## src/rtl/slicer_error_power_pkg.sv

```systemverilog
// slicer_error_power_pkg: shared data width, error limit and 4-ASK symbol codes
package slicer_error_power_pkg;
    localparam int DW = 18;
    localparam int ERR_MAX = 131071;
    localparam logic [1:0] SYM_M3 = 2'b00;
    localparam logic [1:0] SYM_M1 = 2'b01;
    localparam logic [1:0] SYM_P1 = 2'b10;
    localparam logic [1:0] SYM_P3 = 2'b11;
endpackage

```

## src/rtl/ask4_slicer.sv

```systemverilog
// ask4_slicer: 4-ASK threshold slicer with ideal-level reconstruction and saturating error
module ask4_slicer
    import slicer_error_power_pkg::*;
(
    input  logic          clk,
    input  logic          reset,
    input  logic          clk_en,
    input  logic [DW-1:0] decision_var,
    input  logic [DW-1:0] ref_level,
    output logic [1:0]    symbol,
    output logic [DW-1:0] slicer_error,
    output logic          sym_valid
);
    localparam logic signed [DW+1:0] EMAX = (DW+2)'(ERR_MAX);
    localparam logic signed [DW+1:0] EMIN = -EMAX;
    // 20 bits covers +-1.5*ref and the raw difference before saturation
    logic signed [DW+1:0] dv, r, b, b3, recon, err;
    logic [1:0] sym_n;
    logic [DW-1:0] sat;
    always_comb begin
        dv = {{2{decision_var[DW-1]}}, decision_var};
        r = ref_level[DW-1] ? '0 : {2'b00, ref_level};
        b = r >>> 1;
        b3 = r + b;
        sym_n = dv < -r ? SYM_M3 : dv[DW+1] ? SYM_M1 : dv < r ? SYM_P1 : SYM_P3;
        recon = sym_n == SYM_M3 ? -b3 : sym_n == SYM_M1 ? -b : sym_n == SYM_P1 ? b : b3;
        err = dv - recon;
        sat = err > EMAX ? EMAX[DW-1:0] : err < EMIN ? EMIN[DW-1:0] : err[DW-1:0];
    end
    always_ff @(posedge clk or posedge reset) begin
        if (reset) begin
            symbol <= SYM_M3;
            slicer_error <= '0;
            sym_valid <= 1'b0;
        end else begin
            sym_valid <= clk_en;
            if (clk_en) begin
                symbol <= sym_n;
                slicer_error <= sat;
            end
        end
    end
endmodule

```

## src/rtl/slicer_error_power.sv

```systemverilog
// slicer_error_power: 4-ASK slicer followed by windowed mean-squared-error estimator
module slicer_error_power
    import slicer_error_power_pkg::*;
#(
    parameter int LOG2_N = 20
) (
    input  logic          clk,
    input  logic          reset,
    input  logic          clk_en,
    input  logic          clear_accum,
    input  logic [DW-1:0] decision_var,
    input  logic [DW-1:0] ref_level,
    output logic [1:0]    symbol,
    output logic [DW-1:0] slicer_error,
    output logic          sym_valid,
    output logic [DW-1:0] error_power,
    output logic          power_valid,
    output logic [15:0]   window_count
);
    localparam int ACC_W = 36 + LOG2_N;
    logic signed [35:0] err_ext;
    logic [35:0] sq;
    logic sq_valid;
    logic [ACC_W-1:0] acc, sq_ext;
    logic [15:0] count;
    ask4_slicer u_slicer (
        .clk(clk),
        .reset(reset),
        .clk_en(clk_en),
        .decision_var(decision_var),
        .ref_level(ref_level),
        .symbol(symbol),
        .slicer_error(slicer_error),
        .sym_valid(sym_valid)
    );
    assign err_ext = {{18{slicer_error[DW-1]}}, slicer_error};
    assign sq_ext = ACC_W'(sq);
    always_ff @(posedge clk or posedge reset) begin
        if (reset) begin
            sq <= '0;
            sq_valid <= 1'b0;
        end else begin
            sq_valid <= sym_valid;
            if (sym_valid) sq <= err_ext * err_ext;
        end
    end
    // a square landing on the clear cycle opens the new window
    always_ff @(posedge clk or posedge reset) begin
        if (reset) begin
            acc <= '0;
            count <= '0;
            error_power <= '0;
            window_count <= '0;
            power_valid <= 1'b0;
        end else begin
            power_valid <= clear_accum;
            if (clear_accum) begin
                error_power <= acc[LOG2_N+33:LOG2_N+16];
                window_count <= count;
                acc <= sq_valid ? sq_ext : '0;
                count <= {15'd0, sq_valid};
            end else if (sq_valid) begin
                acc <= acc + sq_ext;
                count <= &count ? count : count + 16'd1;
            end
        end
    end
endmodule

```

## config.mk

```make
export PLATFORM = sky130hd
export DESIGN_NAME = slicer_error_power
export DESIGN_NICKNAME = d
export VERILOG_FILES = /design/src/rtl/slicer_error_power_pkg.sv /design/src/rtl/ask4_slicer.sv /design/src/rtl/slicer_error_power.sv
export SDC_FILE = /design/constraint.sdc
export NUM_CORES = 1
export LEC_CHECK = 0
export CELL_PAD_IN_SITES_DETAIL_PLACEMENT = 1
export CELL_PAD_IN_SITES_GLOBAL_PLACEMENT = 1
export CORE_MARGIN = 4
export CORE_UTILIZATION = 41
export DETAILED_ROUTE_END_ITERATION = 8
export PLACE_DENSITY = 0.67
export SLEW_MARGIN = 20
export SYNTH_ARGS = -nofsm -noshare
export SYNTH_HDL_FRONTEND = slang
export SYNTH_SLANG_ARGS = --single-unit
```

## constraint.sdc

```tcl
create_clock -name clk -period 7.6 [get_ports clk]
set_clock_uncertainty 0.15 [all_clocks]
set_input_delay 1.14 -clock clk [delete_from_list [all_inputs] [get_ports clk]]
set_output_delay 1.14 -clock clk [all_outputs]
set_load 0.01 [all_outputs]
```

---- Word-level counts from Yosys, hierarchy flattened ----
Cells that the tools add are included.
word-level totals
  word-level logic and storage cells ...... 44
  bits in registers ....................... 165
  input port bits ......................... 40
  output and inout port bits .............. 56
cells by class
  reductions and logical operators ........ 4
  equality and inequality tests ........... 3
  add/sub/neg operators ................... 7
  muxes and demuxes ....................... 15
  $mul .................................... 1
  $lt $le $gt $ge ......................... 4
operator list
  cell                                                   number
  2-to-1 mux 56 bit                                      2
  2-to-1 mux 20 bit                                      3
  adder 56 x 36 -> 56 bit                                1
  2-to-1 mux 16 bit                                      3
  negator 20 bit                                         2
  multiplier 18 x 18 -> 36 bit                           1
  2-to-1 mux 18 bit                                      2
  2-to-1 mux 36 bit                                      1
  adder 20 x 19 -> 20 bit                                1
  > comparator 20 x 18 -> 1 bit (second input constant)  1
  < comparator 18 x 20 -> 1 bit                          1
  < comparator 20 x 18 -> 1 bit (second input constant)  1
  negator 19 -> 20 bit                                   1
  subtractor 18 x 20 -> 20 bit                           1
  < comparator 18 bit                                    1
  2-to-1 mux 17 bit                                      1
  adder 16 x 1 -> 16 bit (second input constant)         1
  AND reduction 16 bit                                   1
  2-to-1 mux 2 bit                                       2
  equality test 2 x 1 -> 1 bit (second input constant)   1
  equality test 2 bit (second input constant)            1
  zero test 2 bit                                        1
  != test 2 bit (second input constant)                  1
  AND reduction 2 bit                                    1
  other kinds (2)                                        2

---- Logic depth before layout (Yosys ltp) ----
  depth after elaboration ................. 13
  depth in mapped cells ................... 34
  gate-level depth less buffers ........... 30

---- Modules after synthesis ----
Synthesis repeated with hierarchy kept, for this count alone.
second synthesis, totals
  cells, all modules ...................... 2686
  area, all modules ....................... 24086.9 µm²
by module, submodules not included
  module              cells each  seq. area each (µm²)  times used  area each (µm²)
  slicer_error_power  1947        3528.4                1           18641.6
  ask4_slicer         739         525.5                 1           5445.2

---- Worst setup path before layout ----
No wires, ideal clock.
  kind .................................... input port to flip-flop
  start point ............................. in ref_level[17]
  end point ............................... reg u_slicer.slicer_error[10]
  slack ................................... -0.390 ns
  buffers on the path ..................... 6
  stages .................................. 30
  arrival ................................. 7.714 ns
  path through ............................ clkbuf_1 -> clkbuf_1 -> nand2b_1 -> ha_1 -> and4_1 -> and2_0 -> clkbuf_1 -> nand4_1 -> nor2_1 -> ha_1 -> a21o_1 -> o21ai_0 -> o21ai_0 -> a41o_1 -> a21oi_1 -> clkbuf_1 -> clkbuf_1 -> mux2i_1 -> fa_1 -> a21o_1 -> a221o_1 -> a2111oi_1 -> nor3_1 -> o21ai_1 -> a21oi_1 -> xor2_1 -> o41ai_2 -> a21oi_2 -> buf_2 -> a221o_1
between the ends
  word-level cells in the longest chain between the ends .. 13
  elaborated cells between the ends (all ways) .. 21
  those cells by class .................... add/sub: 5; order compare: 4; eq/ne: 2; mux: 9; reduce/logical: 1
ends and longest elaborated chain
  element                                                 RTL line                  text
  from (decl)                                             slicer_error_power.sv:12  input logic [DW-1:0] ref_level,
  2-to-1 mux 17 bit *                                     ask4_slicer.sv:22         r = ref_level[DW-1] ? '0 : {2'b00, ref_level};
  branches (longest 7 deep; another with negator 20 bit)  n/a
  2-to-1 mux 20 bit *                                     ask4_slicer.sv:26         recon = sym_n == SYM_M3 ? -b3 : sym_n == SYM_M1 ? -b : sym_n == SYM_P1 ? b : b3;
  subtractor 18 x 20 -> 20 bit *                          ask4_slicer.sv:27         err = dv - recon;
  < comparator 20 x 18 -> 1 bit                           ask4_slicer.sv:28         sat = err > EMAX ? EMAX[DW-1:0] : err < EMIN ? EMIN[DW-1:0] : err[DW-1:0];
  2-to-1 mux 18 bit                                       ask4_slicer.sv:28
  2-to-1 mux 18 bit *                                     ask4_slicer.sv:28
  to (signal assigned)                                    ask4_slicer.sv:39         slicer_error <= sat;
  to (decl)                                               ask4_slicer.sv:11         output logic [DW-1:0] slicer_error,
Mark *: on every way between the ends.
A chain may end at the register's enable or synchronous reset.

---- Worst setup path after layout ----
  start point ............................. reg u_slicer.slicer_error[5]
  end point ............................... reg sq[35]
between the ends
  word-level cells in the longest chain between the ends .. 1
ends and longest elaborated chain
  element                       RTL line                  text
  multiplier 18 x 18 -> 36 bit  slicer_error_power.sv:44  if (sym_valid) sq <= err_ext * err_ext;
  to (signal assigned)          slicer_error_power.sv:44
  to (decl)                     slicer_error_power.sv:22  logic [35:0] sq;
Every way passes these cells.

==> results.md <==
* Outcome: finished clean
* Vias at 19090
* Hold-fix buffers at CTS at 0
* RSZ-0062 raised after global routing: false
* Routed Antenna Nets at 0
* Rel. slew slack at 27.3%
* WP data required at 7800 ps
* Wire length on met3 at 1190 um
* Grt total ovfl at 0
* Port Buffer Count at 95
* Detail Placement HPWL at 54500 um
* Max layer used: met4
* Routed len/inst at 18.4 um
* CP dominant cell by count: fa_1
* Starting DRT DRC Count at 854
* Worst-margin pin slew at 1090 ps
* RR Endpoint: sq[35]
* Sequential fraction of the synthesis area at 17.0%
* CTS Root Buffer Type: clkbuf_16
* Cell Area, Synth at 23800 um^2
* # DRC at 0
* Hold endpoint: error_power[16]
* CP Cell Sequence: and2_1 -> inv_1 -> fa_1 -> fa_1 -> fa_1 -> inv_1 -> fa_1 -> inv_1 -> fa_1 -> inv_1 -> fa_1 -> ha_1 -> nand3_1 -> nor4b_1 -> a21oi_1 -> buf_4 -> o311ai_0 -> buf_4 -> nand2_1 -> o311ai_0 -> xnor2_1 -> mux2_2
* Max_cap viols at 0
* WS Path Type: register to register
* CTS tree: done
* Synth Flop Type: dfrtp_1
* Vias in the first global route at 21621
* Tmin final at 7280 ps
* Area growth syn-to-layout at 16.3%
* Pre-antenna DRT Iters at 5
* H-Tree Depth at 4
* WL met1 at 29800 um
* Area leader, netlist: fa_1
* Yosys synthesis warning count at 0
* Num ports at 96
* Crit share post-route at 95.8%
* Final Net Count at 3380
* Crit Path Max Fanout at 11
* Die width at 249 um
* Final hold violations at 0
* Hold Crit Depth at 1
* Vias per Instance at 5.32
* Post-synth cell types at 87
* Initial antenna violation count at 0
* Critical path arrival at 7480 ps
* Ant diodes at 0
* List of most frequent post-synthesis cells: 416 x inv_1, 300 x fa_1, 228 x ha_1, 184 x nand2_1, 162 x dfrtp_1
* Core area at 57600 um^2
* Placed Instances at 3550
* Ys async rst share at 100%
* Clk sinks at 162
* Post-Route WL at 66000 um
* Initial cell density of the core at 41.4%
* Placed cell areas at 26800 um^2
* Mapped Nets at 3166
* DR WL met2 at 34200 um
* CTS Buffer Depth at 2
* Row cnt at 88
* R2r setup slk at 320 ps
* Fill cells at 6624
* Die H at 249 um
* Slowest cell on crit path: dfrtp_1
* Total track usage at 21.7%
* Synthesized instance count at 2598
* Area contributors post-synth: fa_1 25%, dfrtp_1 17%, ha_1 12%
* Final Slew Violations at 0
* Fmax at 0.137 GHz
* Most frequent cell after synthesis: inv_1
* Worst-path clk slew at 70 ps
* Largest net degree at the start of global routing at 99
* TritonCTS Buffers at 17
* Final cell count without fillers at 3590
* Final instance area at 27700 um^2
* Crit path launch type: register
* Post-Route Utilization at 48.1%
* Hold Crit Start: error_power[16]
* RR Startpoint: u_slicer.slicer_error[5]
* Global-route wire length before repair at 111000 um
* Layout cell share with drive strength beyond 1 at 13.0%
* Clk_lat worst skew at 470 ps
* Area of the die at 62100 um^2
* Worst stage delay on the critical path at 800 ps
* Number of synthesized flops with an enable pin at 0
* Avg Cell Area, Syn at 9.17 um^2
* Hold crit path type: register to register
* Reg2reg path depth at 22
* Critical Path End Type: register
* Seq cells post-synth at 162
* Endpoints failing setup at 0
* Routability Congestion at 0.850
* Post-synth top area share at 25.2%
area by class of cell:
class	count	area (um^2)	share of cell area [%]
clock inverters	13	191	0.691
repair buffers	296	2510	9.04
clock buffers	19	453	1.63
inverters	419	1580	5.69
multi-input cells	1916	18000	64.9
flip-flops and latches	162	4060	14.6
well taps	765	957	3.45
cell usage in the layout, fill, tap and decap left out, types with 5 or more instances in the layout:
cell type and instances:
and3_1 21, o21bai_1 12, a211oi_1 23, a221o_1 14, o21a_1 16, xor2_1 42
a41oi_1 5, o211ai_1 6, nor3_1 25, inv_6 5, a21o_1 60, xnor2_1 107
a21oi_1 127, or2_2 6, a31o_2 6, nand4_1 13, a211o_1 5, fa_1 299
and2_1 73, inv_1 414, clkbuf_16 18, nand2b_1 16, o21ai_0 112, or3_1 20
nand2_1 184, dfrtp_1 160, nor4_1 5, nor2_1 119, clkdlybuf4s50_1 93, buf_4 198
o31ai_1 7, nor2b_1 26, nand3b_1 9, a31oi_1 11, mux2i_1 51, nand3_1 86
mux2_2 73, nor3b_1 7, ha_1 225
per-layer routing:
layer | vias to the layer above | track usage [%]
met5 | - | 0
met2 | 165 | 40.1
met1 | 9871 | 27.9
met3 | 43 | 2.29
met4 | 0 | 3.95
li1 | 9011 | -
per-stage QoR:
| step | hold slack (ps) | setup WS [ps] | TNS (ps) |
|---|---|---|---|
| 2_1_floorplan | 283 | 25.0 | 0 |
| 3_3_place_gp | 332 | -341 | -5570 |
| 3_5_place_dp | 337 | -594 | -9740 |
| 4_1_cts | 360 | 36.3 | 0 |
| 5_1_grt | 374 | 29.5 | 0 |
| 6_report | 357 | 322 | 0 |
flip-flops by register name (all words and copies together) (netlist names):
signal	cells
acc	54
sq	35
error_power	18
u_slicer.slicer_error	18
count	16
window_count	16
u_slicer.symbol	2
power_valid	1
sq_valid	1
u_slicer.sym_valid	1
worst max path at each step:
stage                                   startpoint                   endpoint  slack [ps]  depth (start not counted)
after floorplan                      ref_level[17]  u_slicer.slicer_error[10]          20                         33
after global placement               ref_level[17]   u_slicer.slicer_error[4]        -340                         28
after detailed placement             ref_level[17]   u_slicer.slicer_error[4]        -590                         30
after CTS                            ref_level[17]   u_slicer.slicer_error[2]          40                         33
after global routing                  ref_level[4]   u_slicer.slicer_error[2]          30                         33
final                     u_slicer.slicer_error[5]                     sq[35]         320                         22
worst max-delay path, delay by kind of cell, from the launching register on:
kind / cells / cell delay, ps
fa+ha+maj: 7 / 3350
simple gates: 4 / 810
mux: 1 / 280
flops: 1 / 800
xor+xnor: 1 / 110
compound gates: 3 / 1010
buf+inv: 6 / 650
what timing repair did:
item                       in CTS  in global routing
gates resized for setup         3                 28
gates cloned                    0                  2
pin swaps                       1                 19
buffers inserted                2                  4
setup endpoints to repair      15                 18
cells by family after synthesis:
kind of cell	Yosys count	share of synthesized area [%]
compound gates	462	12.6
mux	125	5.63
simple gates	649	13.8
flops	162	17.0
fa+ha+maj	528	37.2
xor+xnor	151	5.61
buf+inv	521	8.24
Power is not shown: default switching activity piles up to over one toggle a cycle in this logic, so the estimate is an artifact.
